**src/rtl/g256_out_stage_2om_pkg.sv**
```systemverilog
// Shared constants and helpers for the 3-share second-order masked AES S-box datapath.
// Tower field: GF(2^4) mod x^4+x+1, byte = a*W + b*Y with W+Y = 1 and W*Y = 0x8.
package g256_out_stage_2om_pkg;

   localparam int NUM_SHARES = 3;
   localparam int BYTE_W     = 8;
   localparam int NIB_W      = 4;
   localparam int RAND_W     = 12;

   localparam logic [BYTE_W-1:0] AFFINE_C = 8'h63;

   // Matrix entry i is the column hit by input bit i.
   // M_OUT = AES affine matrix * (tower -> AES basis); M_IN = (AES -> tower basis).
   localparam logic [7:0][BYTE_W-1:0] M_OUT = {8'h68, 8'h38, 8'h9C, 8'hD6,
                                               8'hEC, 8'h8A, 8'h28, 8'hC9};
   localparam logic [7:0][BYTE_W-1:0] M_IN  = {8'hE5, 8'h8D, 8'h5B, 8'h41,
                                               8'h74, 8'hFC, 8'h26, 8'h11};

   function automatic logic [NIB_W-1:0] gf16_mul(input logic [NIB_W-1:0] a,
                                                  input logic [NIB_W-1:0] b);
      logic [NIB_W-1:0] acc;
      logic [NIB_W-1:0] sh;
      acc = '0;
      sh  = a;
      for (int i = 0; i < NIB_W; i++) begin
         if (b[i]) acc = acc ^ sh;
         sh = {sh[2:0], 1'b0} ^ (sh[3] ? 4'h3 : 4'h0);
      end
      return acc;
   endfunction

   function automatic logic [BYTE_W-1:0] lin_map(input logic [7:0][BYTE_W-1:0] m,
                                                  input logic [BYTE_W-1:0] v);
      logic [BYTE_W-1:0] acc;
      acc = '0;
      for (int i = 0; i < BYTE_W; i++) begin
         if (v[i]) acc = acc ^ m[i];
      end
      return acc;
   endfunction

endpackage

```
**src/rtl/gf16_mul_dom_2om.sv**
```systemverilog
// 3-share domain-oriented GF(2^4) multiplier: one register stage, compression after it.
module gf16_mul_dom_2om
   import g256_out_stage_2om_pkg::*;
(
   input  logic              clk,
   input  logic [NIB_W-1:0]  a1,
   input  logic [NIB_W-1:0]  a2,
   input  logic [NIB_W-1:0]  a3,
   input  logic [NIB_W-1:0]  b1,
   input  logic [NIB_W-1:0]  b2,
   input  logic [NIB_W-1:0]  b3,
   input  logic [RAND_W-1:0] r,
   output logic [NIB_W-1:0]  c1,
   output logic [NIB_W-1:0]  c2,
   output logic [NIB_W-1:0]  c3
);

   logic [NIB_W-1:0] p11, p22, p33;
   logic [NIB_W-1:0] q12, q21, q13, q31, q23, q32;

   // Each cross pair (i,j)/(j,i) shares one fresh nibble so it cancels on recombination;
   // every cone touches at most two shares before the register.
   always_ff @(posedge clk) begin
      p11 <= gf16_mul(a1, b1);
      p22 <= gf16_mul(a2, b2);
      p33 <= gf16_mul(a3, b3);
      q12 <= gf16_mul(a1, b2) ^ r[3:0];
      q21 <= gf16_mul(a2, b1) ^ r[3:0];
      q13 <= gf16_mul(a1, b3) ^ r[7:4];
      q31 <= gf16_mul(a3, b1) ^ r[7:4];
      q23 <= gf16_mul(a2, b3) ^ r[11:8];
      q32 <= gf16_mul(a3, b2) ^ r[11:8];
   end

   assign c1 = p11 ^ q12 ^ q13;
   assign c2 = p22 ^ q21 ^ q23;
   assign c3 = p33 ^ q31 ^ q32;

endmodule

```
**src/rtl/g256_out_stage_2om.sv**
```systemverilog
// Output stage of the masked AES S-box: aligns x with the GF(2^4) inverse, multiplies
// both nibbles per share, and maps each share back to the AES basis with the affine step.
module g256_out_stage_2om
   import g256_out_stage_2om_pkg::*;
#(
   parameter int INV_LAT = 3
)
(
   input  logic                clk,
   input  logic                rst,
   input  logic                in_valid,
   input  logic [BYTE_W-1:0]   x1,
   input  logic [BYTE_W-1:0]   x2,
   input  logic [BYTE_W-1:0]   x3,
   input  logic [NIB_W-1:0]    inv1,
   input  logic [NIB_W-1:0]    inv2,
   input  logic [NIB_W-1:0]    inv3,
   input  logic [2*RAND_W-1:0] r,
   output logic                out_valid,
   output logic [BYTE_W-1:0]   out1,
   output logic [BYTE_W-1:0]   out2,
   output logic [BYTE_W-1:0]   out3
);

   logic [BYTE_W-1:0] d1 [INV_LAT];
   logic [BYTE_W-1:0] d2 [INV_LAT];
   logic [BYTE_W-1:0] d3 [INV_LAT];
   logic [INV_LAT+1:0] vpipe;
   logic [NIB_W-1:0]  hi1, hi2, hi3, lo1, lo2, lo3;
   logic [BYTE_W-1:0] prod1, prod2, prod3;

   // Data delay is unreset; the output register only loads it when a valid token is present.
   always_ff @(posedge clk) begin
      d1[0] <= x1;
      d2[0] <= x2;
      d3[0] <= x3;
      for (int i = 1; i < INV_LAT; i++) begin
         d1[i] <= d1[i-1];
         d2[i] <= d2[i-1];
         d3[i] <= d3[i-1];
      end
   end

   always_ff @(posedge clk) begin
      if (rst) vpipe <= '0;
      else     vpipe <= {vpipe[INV_LAT:0], in_valid};
   end

   assign out_valid = vpipe[INV_LAT+1];

   gf16_mul_dom_2om u_mul_hi (
      .clk (clk),
      .a1  (inv1), .a2 (inv2), .a3 (inv3),
      .b1  (d1[INV_LAT-1][3:0]), .b2 (d2[INV_LAT-1][3:0]), .b3 (d3[INV_LAT-1][3:0]),
      .r   (r[RAND_W-1:0]),
      .c1  (hi1), .c2 (hi2), .c3 (hi3)
   );

   gf16_mul_dom_2om u_mul_lo (
      .clk (clk),
      .a1  (inv1), .a2 (inv2), .a3 (inv3),
      .b1  (d1[INV_LAT-1][7:4]), .b2 (d2[INV_LAT-1][7:4]), .b3 (d3[INV_LAT-1][7:4]),
      .r   (r[2*RAND_W-1:RAND_W]),
      .c1  (lo1), .c2 (lo2), .c3 (lo3)
   );

   assign prod1 = {hi1, lo1};
   assign prod2 = {hi2, lo2};
   assign prod3 = {hi3, lo3};

   // Idle cycles load zero so stale multiplier contents never reach the outputs.
   always_ff @(posedge clk) begin
      if (rst || !vpipe[INV_LAT]) begin
         out1 <= '0;
         out2 <= '0;
         out3 <= '0;
      end else begin
         out1 <= lin_map(M_OUT, prod1) ^ AFFINE_C;
         out2 <= lin_map(M_OUT, prod2);
         out3 <= lin_map(M_OUT, prod3);
      end
   end

endmodule

```
**config.mk**
```make
export PLATFORM = sky130hd
export DESIGN_NAME = g256_out_stage_2om
export DESIGN_NICKNAME = d
export VERILOG_FILES = /design/src/rtl/g256_out_stage_2om_pkg.sv /design/src/rtl/gf16_mul_dom_2om.sv /design/src/rtl/g256_out_stage_2om.sv
export SDC_FILE = /design/constraint.sdc
export NUM_CORES = 1
export LEC_CHECK = 0
export CAP_MARGIN = 20
export CORE_ASPECT_RATIO = 0.75
export CORE_MARGIN = 2
export CORE_UTILIZATION = 47
export DETAILED_ROUTE_END_ITERATION = 10
export GPL_TIMING_DRIVEN = 1
export MAX_ROUTING_LAYER = met4
export PLACE_DENSITY_LB_ADDON = 0.05
export SLEW_MARGIN = 40
export SYNTH_ARGS = -nofsm -noshare
export SYNTH_HDL_FRONTEND = slang
export SYNTH_SLANG_ARGS = --single-unit
```
**constraint.sdc**
```tcl
create_clock -name clk -period 3.5 [get_ports clk]
set_input_delay 0.525 -clock clk [delete_from_list [all_inputs] [get_ports clk]]
set_output_delay 0.525 -clock clk [all_outputs]
set_load 0.01 [all_outputs]
```
==> summary.md, run 1 <==
- run status: finished clean
- Initial DRT Pass Iterations: 5
- data arrival time of the worst path: 2540 ps
- simple logic cell fraction of the synthesized area: 13.4%
- RR Startpoint: d1[0][19]$_DFF_P_
- nets in the synthesized netlist: 1049
- Synth top cells by count: nand2_1 (192), xnor2_1 (179), dfxtp_1 (173), xor2_1 (78), a21oi_1 (69)
- count of distinct cell types in the synthesized netlist: 35
- cell area after synthesis: 0.00898 sq mm
- WL final: 21600 microns
- type of destination of the critical path: flop
- worst hold path type: reg -> reg
- antenna diode count: 0
- Final setup violation count: 0
- Num CTS Buffers: 17
- CP max stage cell: clkdlybuf4s50_1
- number of design rule violations left after detail routing: 0
- fin crit period: 2170 ps
- xor-xnor portion of the synthesized cell area: 32.3%
- area of the die: 0.0202 sq mm
- slowest stage delay, CP: 940 ps
- most used flip-flop cell after synthesis: dfxtp_1
- startpoint of the worst setup timing path: inv3[1]
- total stage count of the critical path: 6
- average cell area after synthesis: 9.10 sq um
- final number of max-transition violations: 0
- category of the most critical setup path: in -> reg
- share of power burned in the clock network: 25.4%
- average wire length per cell after detail routing: 16.7 microns
- setup slack of the worst register-to-register path: 1480 ps
- worst skew pair latency: 440 ps
- post-DR vias/cell: 5.02
- relative slew slack: 39.0%
- # port buffers: 87
- remaining antenna violation count after routing: 0
- vias in the first global route: 6107
- Sinks on Clock Net: 173
- fraction of power spent switching nets: 32.6%
- multiplexer area fraction after synthesis: 3.00%
- cell types occupying the most area after synthesis: dfxtp_1 (39%), xnor2_1 (17%), nand2_1 (8.0%)
- CTS Buffer Depth: 2
- Sw Pwr: 2.26 mW
- area share of the largest cell type after synthesis: 38.6%
- post-CTS repair timing setup buffer count: 0
- root buffer selected by CTS: clkbuf_16
- area overhead of the layout relative to synthesis: 17.1%
- CP top delay family: buffers and inverters
- depth of the worst register-to-register path: 5
- Adder-Cell Fraction of Synth Area: 0%
- buffering stage count on the worst path with inverters included: 2
- post-synthesis sequential area ratio: 38.6%
- Worst R2R End: u_mul_hi.q21[1]$_DFF_P_
- max-capacitance violation count: 0
- most frequent cell after synthesis: nand2_1
- total gr overflow: 0
- Die Y: 124 microns
- depth of the CTS H-tree: 4
- Tightest Pin Transition: 909 ps
- most frequent cell on the critical path: xnor2_1
- Resized cells post-CTS: 0
- critical path peak fanout: 15
- count of flip-flops with a built-in enable after synthesis: 0
- count of boundary I/O pins: 88
- post-layout instance area: 0.0105 sq mm
- compound-cell area share of the yosys netlist: 8.78%
- Hold Vio Cnt, Final: 0
- cell depth of the worst hold path: 0
- Clock transition at path regs: 70 ps
- RSZ-0062 raised after global routing: no
- Peak supply drop: 0.000370 V
- net total in the final layout: 1100
- proportion of register bits with asynchronous set or reset after synthesis: 0%
- core area: 0.0186 sq mm
- Int Power: 4.67 mW
- Mapped Cells: 986
- die width: 164 microns
- power per standard cell area: 660 mW/mm^2
- yosys warns: 0
- wire length of the first global-routing pass: 34600 microns
- largest family of logic cells by synthesized area: XOR/XNOR gates
- required time at the endpoint of the critical path: 3870 ps
- pin count of the biggest net entering global routing: 39
- leakage power of the design: 4.10 nW
- cell type with the largest total area after synthesis: dfxtp_1
- part of the total power dissipated in combinational logic: 39.7%
- fraction of layout cells with a size suffix above 1: 9.44%
- First DRT Iteration DRCs: 537
- CP Cell Sequence: clkdlybuf4s50_1 -> buf_4 -> nand2_1 -> xor2_1 -> xnor2_1 -> xnor2_1
- initial antenna violation count: 0
- final worst path period share: 62.0%
- summed negative setup slack over all endpoints: 0 ps
- HPWL after detailed placement: 14900 microns
- critical path startpoint category: input pin
- sequential cell fraction of total power: 34.9%
- maximum clock frequency: 461 MHz
- Seq cells post-synth: 173
- total placed instance area: 0.00997 sq mm
- number of placement rows: 43
- TritonCTS clock tree: built
- Initial Util: 48.2%
- overall routing resource usage: 23.4%
- maximum clock skew at final layout: 7.90 ps
- DR vias: 6501
- gpl congestion: 0.865
- Critical path destination: u_mul_lo.q32[2]$_DFF_P_
- Hold Buf Count CTS: 0
worst min path at each step:
stage                   endpoint               from
3_5_place_dp   d1[0][15]$_DFF_P_   d1[0][7]$_DFF_P_
4_1_cts        d1[0][13]$_DFF_P_   d1[0][5]$_DFF_P_
6_report        d2[0][8]$_DFF_P_   d2[0][0]$_DFF_P_
5_1_grt        d2[0][23]$_DFF_P_  d2[0][15]$_DFF_P_
2_1_floorplan  d1[0][10]$_DFF_P_   d1[0][2]$_DFF_P_
3_3_place_gp   d1[0][17]$_DFF_P_   d1[0][9]$_DFF_P_
layer usage:
layer | GRT usage, % | share of wire [%]
met2 | 35.6 | 44
met4 | 7.46 | 1.8
met1 | 32.0 | 49
met3 | 3.86 | 5.6
met5 | - | 0
flip-flops by register name, indices dropped and copies added, names as in the netlist, 5 cells and up:
signal	flops
out3	8
out2	8
d3	24
out1	8
d2	24
vpipe	5
d1	24
logic make-up (layout without fill, tap and decap cells):
group,count (synthesis),in the layout
AOI/OAI and AO/OA,136,136
xor gates and xnor gates,288,288
buffers and inverters,79,142
DFF,173,173
muxes,24,24
and+or+nand+nor,286,286
through the flow:
stage                     std cells  utilization [%]  setup slack (ps)  hold WS (ps)  power, mW
after floorplan                 986                -              1860           310       4.70
after global placement         1265             53.6               960           310       5.20
after detailed placement       1265             53.6               941           312       5.22
after CTS                      1296             56.5              1390           324       7.00
after global routing           1296             56.5              1200           332       7.35
final                          1296             56.5              1330           321       6.94
area by class of cell:
class | count | area (sq um)
Sequential cell | 173 | 3460
Fill cell | 1697 | 8100
Inverter | 4 | 15.0
Tap cell | 247 | 309
Clock inverter | 11 | 86.3
Multi-Input combinational cell | 734 | 5160
Clock buffer | 20 | 457
Timing Repair Buffer | 107 | 1020
layout by cell type (no fill, tap or decap), types with 3 or more instances in the layout:
cell             count
clkbuf_16           17
nor2b_1             10
xor2_1              78
xnor3_2              5
a21oi_1             69
nand2_1            192
xnor3_1             13
dfxtp_1            173
a22oi_1             32
nand2b_1            16
nand3_1              3
or2_2                6
mux2_2              23
clkinvlp_4           8
nor2_1              35
inv_1                4
clkdlybuf4s50_1     87
inv_6                3
nor3_1              20
xnor2_2              6
buf_4               20
xor2_2               4
xnor2_1            179
o21ai_0             29
power by group through the flow:
stage	Sequential, mW	Combinational, mW	Clock [mW]
2_1_floorplan	2.37	2.32	0
3_3_place_gp	2.46	2.74	0
3_5_place_dp	2.46	2.75	0
4_1_cts	2.42	2.77	1.81
5_1_grt	2.45	3.00	1.90
6_report	2.42	2.75	1.76
No activity file was read; power rests on OpenSTA's default activity.
==> inputs of run 2 (changes only) <==
==> constraint.sdc (replaced) <==
create_clock -name clk -period 2.25 [get_ports clk]
set_input_delay 0.3375 -clock clk [delete_from_list [all_inputs] [get_ports clk]]
set_output_delay 0.3375 -clock clk [all_outputs]
set_load 0.01 [all_outputs]
==> summary.md, run 2 (synthesized netlist as in run 1, its figures left out) <==
- worst hold path type: reg -> reg
- pin count of the biggest net entering global routing: 39
- share of power burned in the clock network: 26.3%
- setup slack of the critical path after layout: 560 ps
- RSZ-0062 raised after global routing: no
- overall routing resource usage: 23.4%
- sequential cell fraction of total power: 33.4%
- Final setup violation count: 0
- initial antenna violation count: 0
- root buffer selected by CTS: clkbuf_16
- # port buffers: 87
- post-layout instance area: 0.0109 sq mm
- critical path peak fanout: 14
- CP max stage cell: dfxtp_1
- Initial DRT Pass Iterations: 5
- maximum clock skew at final layout: 6.88 ps
- slowest stage delay, CP: 650 ps
- most common cell after layout, fill and taps aside: nand2_1
- Resized cells post-CTS: 0
- count of boundary I/O pins: 88
- power per standard cell area: 1020 mW/mm^2
- net total in the final layout: 1134
- relative slew slack: 49.2%
- area overhead of the layout relative to synthesis: 21.5%
- data arrival time of the worst path: 2050 ps
- Die Y: 124 microns
- core area: 0.0186 sq mm
- Int Power: 7.57 mW
- DR vias: 6671
- post-DR vias/cell: 5.02
- max-capacitance violation count: 0
- fin crit period: 1690 ps
- antenna diode count: 0
- Tot Pwr: 11.1 mW
- die width: 164 microns
- Num CTS Buffers: 17
- wire length of the first global-routing pass: 34700 microns
- critical path startpoint category: flop
- run status: finished clean
- CTS Buffer Depth: 2
- number of placement rows: 43
- maximum clock frequency: 592 MHz
- vias in the first global route: 6301
- leakage power of the design: 4.33 nW
- HPWL after detailed placement: 15900 microns
- category of the most critical setup path: reg -> reg
- number of design rule violations left after detail routing: 0
- type of destination of the critical path: flop
- Tightest Pin Transition: 761 ps
- Sw Pwr: 3.54 mW
- fraction of power spent switching nets: 31.8%
- worst skew pair latency: 440 ps
- total placed instance area: 0.0103 sq mm
- WL final: 21900 microns
- biggest registers after layout: d1 (24), d2 (24), d3 (24)
- summed negative setup slack over all endpoints: 0 ps
- final worst path period share: 75.1%
- Clock transition at path regs: 60 ps
- Filler Cell Count: 1659
- First DRT Iteration DRCs: 514
- Initial Util: 48.2%
- commonest non-fill, non-tap cells in the layout: nand2_1 (192), xnor2_1 (179), dfxtp_1 (173)
- remaining antenna violation count after routing: 0
- Hold Vio Cnt, Final: 0
- TritonCTS clock tree: built
- total gr overflow: 0
- required time at the endpoint of the critical path: 2610 ps
- Hold Buf Count CTS: 0
- average wire length per cell after detail routing: 16.5 microns
- fraction of layout cells with a size suffix above 1: 12.2%
- final number of max-transition violations: 0
- Sinks on Clock Net: 173
- part of the total power dissipated in combinational logic: 40.3%
- depth of the CTS H-tree: 4
- area of the die: 0.0202 sq mm
- post-CTS repair timing setup buffer count: 0
- Peak supply drop: 0.000736 V
- gpl congestion: 0.811
- worst setup slack after placement: 195 ps
- CP Cell Sequence: nand2b_1 -> o21ai_0 -> a22oi_1 -> xor2_1 -> xnor2_1
run 2: cell count changes in the layout (fill, tap and decap cells not counted), sizes merged:
cell	change
buf	+34
bufinv	+2
clkinv	+4
clkinvlp	-6
run 2: area by class of cell:
| class | count | area [sq um] | share of cell area, % |
|---|---|---|---|
| inverters | 4 | 15.0 | 0.138 |
| repair buffers | 141 | 1380 | 12.6 |
| flip-flops and latches | 173 | 3460 | 31.8 |
| well taps | 247 | 309 | 2.83 |
| multi-input cells | 734 | 5160 | 47.3 |
| clock buffers | 20 | 447 | 4.10 |
| clock inverters | 11 | 133 | 1.22 |
run 2: critical path: cells and delay by family (launching register included):
family | cells | cell delay (ps)
flops | 1 | 650
simple gates | 1 | 270
xor+xnor | 2 | 380
compound gates | 2 | 320
run 2: layer usage:
metal / up-vias / track usage (%) / routed length [microns]
met5: - / - / 0
met4: 0 / 6.03 / 280
met3: 21 / 4.26 / 1270
met2: 191 / 36.0 / 9670
met1: 3130 / 32.1 / 10700
li1: 3329 / - / -
run 2: metrics by stage:
| step | cells | util, % | hold WS, ps |
|---|---|---|---|
| after floorplan | 986 | - | 310 |
| after global placement | 1299 | 55.5 | 310 |
| after detailed placement | 1299 | 55.5 | 312 |
| after CTS | 1330 | 58.6 | 321 |
| after global routing | 1330 | 58.6 | 328 |
| final | 1330 | 58.6 | 325 |
run 2: worst paths after layout:
| path | slack, ps | cells after the start | endpoint | start |
|---|---|---|---|---|
| worst max register to register | 560 | 5 | u_mul_hi.q32[1]$_DFF_P_ | d2[0][16]$_DFF_P_ |
| worst max-delay path | 560 | 5 | u_mul_hi.q32[1]$_DFF_P_ | d2[0][16]$_DFF_P_ |
| worst min register to register | 320 | 0 | d2[0][21]$_DFF_P_ | d2[0][13]$_DFF_P_ |
| worst min-delay path | 320 | 0 | d2[0][21]$_DFF_P_ | d2[0][13]$_DFF_P_ |
run 2: power groups by stage:
stage | Combinational, mW | Clock [mW] | Sequential, mW
after floorplan | 3.61 | 0 | 3.69
after global placement | 4.45 | 0 | 3.78
after detailed placement | 4.48 | 0 | 3.78
after CTS | 4.50 | 3.00 | 3.71
after global routing | 4.85 | 3.11 | 3.75
final | 4.47 | 2.93 | 3.71
==> inputs of run 3 (changes only) <==
==> constraint.sdc (replaced) <==
create_clock -name clk -period 1.4 [get_ports clk]
set_input_delay 0.21 -clock clk [delete_from_list [all_inputs] [get_ports clk]]
set_output_delay 0.21 -clock clk [all_outputs]
set_load 0.01 [all_outputs]
==> summary.md, run 3 (synthesized netlist as in run 1, its figures left out) <==
- run status: finished, violations left
- failing checks: negative setup slack
- overall routing resource usage: 24.9%
- worst skew pair latency: 440 ps
- HPWL after detailed placement: 16700 microns
- critical path peak fanout: 2
- Sinks on Clock Net: 173
- maximum clock skew at final layout: 11.9 ps
- Hold Buf Count CTS: 0
- initial antenna violation count: 0
- maximum clock frequency: 653 MHz
- summed negative setup slack over all endpoints: -1350 ps
- power per standard cell area: 1680 mW/mm^2
- worst hold path type: in -> reg
- leakage power of the design: 5.38 nW
- wire length of the first global-routing pass: 37200 microns
- multi-input combinational cell area: 0.00557 sq mm
- Die Y: 124 microns
- Tightest Pin Transition: 565 ps
- Num CTS Buffers: 17
- remaining antenna violation count after routing: 0
- combined flip-flop and latch cell area: 0.00351 sq mm
- Initial DRT Pass Iterations: 5
- fraction of layout cells with a size suffix above 1: 28.0%
- pin count of the biggest net entering global routing: 22
- max-capacitance violation count: 0
- Filler Cell Count: 1530
- average wire length per cell after detail routing: 16.5 microns
- area of the die: 0.0202 sq mm
- data arrival time of the worst path: 1860 ps
- post-DR vias/cell: 4.99
- count of boundary I/O pins: 88
- area overhead of the layout relative to synthesis: 39.8%
- category of the most critical setup path: reg -> reg
- most common cell after layout, fill and taps aside: nand2_1
- Final setup violation count: 17
- die width: 164 microns
- final worst path period share: 109%
- WHS: 208 ps
- biggest registers after layout: d1 (24), d2 (24), d3 (24)
- RSZ-0062 raised after global routing: yes
- Initial Util: 48.2%
- First DRT Iteration DRCs: 576
- fin crit period: 1530 ps
- gpl congestion: 0.858
- TritonCTS clock tree: built
- Peak supply drop: 0.00117 V
- WL final: 24000 microns
- CTS Buffer Depth: 2
- core area: 0.0186 sq mm
- # port buffers: 87
- Clock transition at path regs: 70 ps
- required time at the endpoint of the critical path: 1730 ps
- Hold Vio Cnt, Final: 0
- type of destination of the critical path: flop
- Finished Layout Cells: 1452
- critical path startpoint category: flop
- DR vias: 7244
- number of placement rows: 43
- total gr overflow: 0
- root buffer selected by CTS: clkbuf_16
- depth of the CTS H-tree: 4
- final number of max-transition violations: 0
- number of instances in the placed design: 1399
- net total in the final layout: 1255
- antenna diode count: 0
- number of design rule violations left after detail routing: 0
- vias in the first global route: 6971
- setup slack of the critical path after layout: -131 ps
- relative slew slack: 62.0%
- commonest non-fill, non-tap cells in the layout: nand2_1 (192), xnor2_1 (160), dfxtp_1 (150)
-- run 3: cell type report --
type,instances,share of cell area [%]
Multi-Input combinational cell,734,44.3
Sequential cell,173,28.0
Timing Repair Buffer,262,20.3
Clock inverter,14,1.26
Inverter,4,0.120
Tap cell,247,2.46
Clock buffer,18,3.50
-- run 3: metal layers --
layer | share of wire [%] | track usage, % | vias up
met5 | 0 | - | -
met4 | 1.3 | 6.58 | 0
met3 | 6.3 | 4.20 | 22
met2 | 46 | 40.5 | 232
met1 | 46 | 32.6 | 3426
li1 | - | - | 3564
-- run 3: path summary, 6_finish.rpt --
check / startpoint / to / slack [ps] / cells past startpoint
worst min-delay path: x1[3] / d1[0][3]$_DFF_P_ / 210 / 1
worst max-delay path: u_mul_hi.q32[3]$_DFF_P_ / out3[3]$_SDFF_PP0_ / -130 / 5
worst max register to register: u_mul_hi.q32[3]$_DFF_P_ / out3[3]$_SDFF_PP0_ / -130 / 5
worst min register to register: d2[0][8]$_DFF_P_ / d2[0][16]$_DFF_P_ / 320 / 0
-- run 3: metrics by stage --
step / cell area, sq um / power (mW) / setup slack [ps] / utilization (%)
after floorplan: 9000 / 11.9 / -48.4 / -
after global routing: 12500 / 22.2 / -194 / 67.4
after CTS: 12100 / 20.5 / -136 / 64.9
after detailed placement: 11300 / 14.7 / -556 / 60.6
final: 12500 / 21.1 / -131 / 67.4
after global placement: 11300 / 14.7 / -502 / 60.6
-- run 3: critical path, stage by stage, from the launching register on --
cell and delay (ps):
dfxtp_2 340, xnor3_2 500, xnor2_2 180, xnor2_2 190, xor2_1 160, nor2_1 50
-- run 3: repair_timing --
action	CTS	global route
endpoints found under the setup margin	56	65
resized for setup	72	75
buffers inserted	6	13
cloned	0	3
endpoints found under the hold margin	0	0
pin swaps	28	34
-- run 3: report_power, final --
group	leakage, nW	switching, mW	internal, mW
combinational	3.64	4.30	6.05
clock	0.295	2.11	2.72
sequential	1.45	0.303	5.62
total	5.38	6.72	14.4
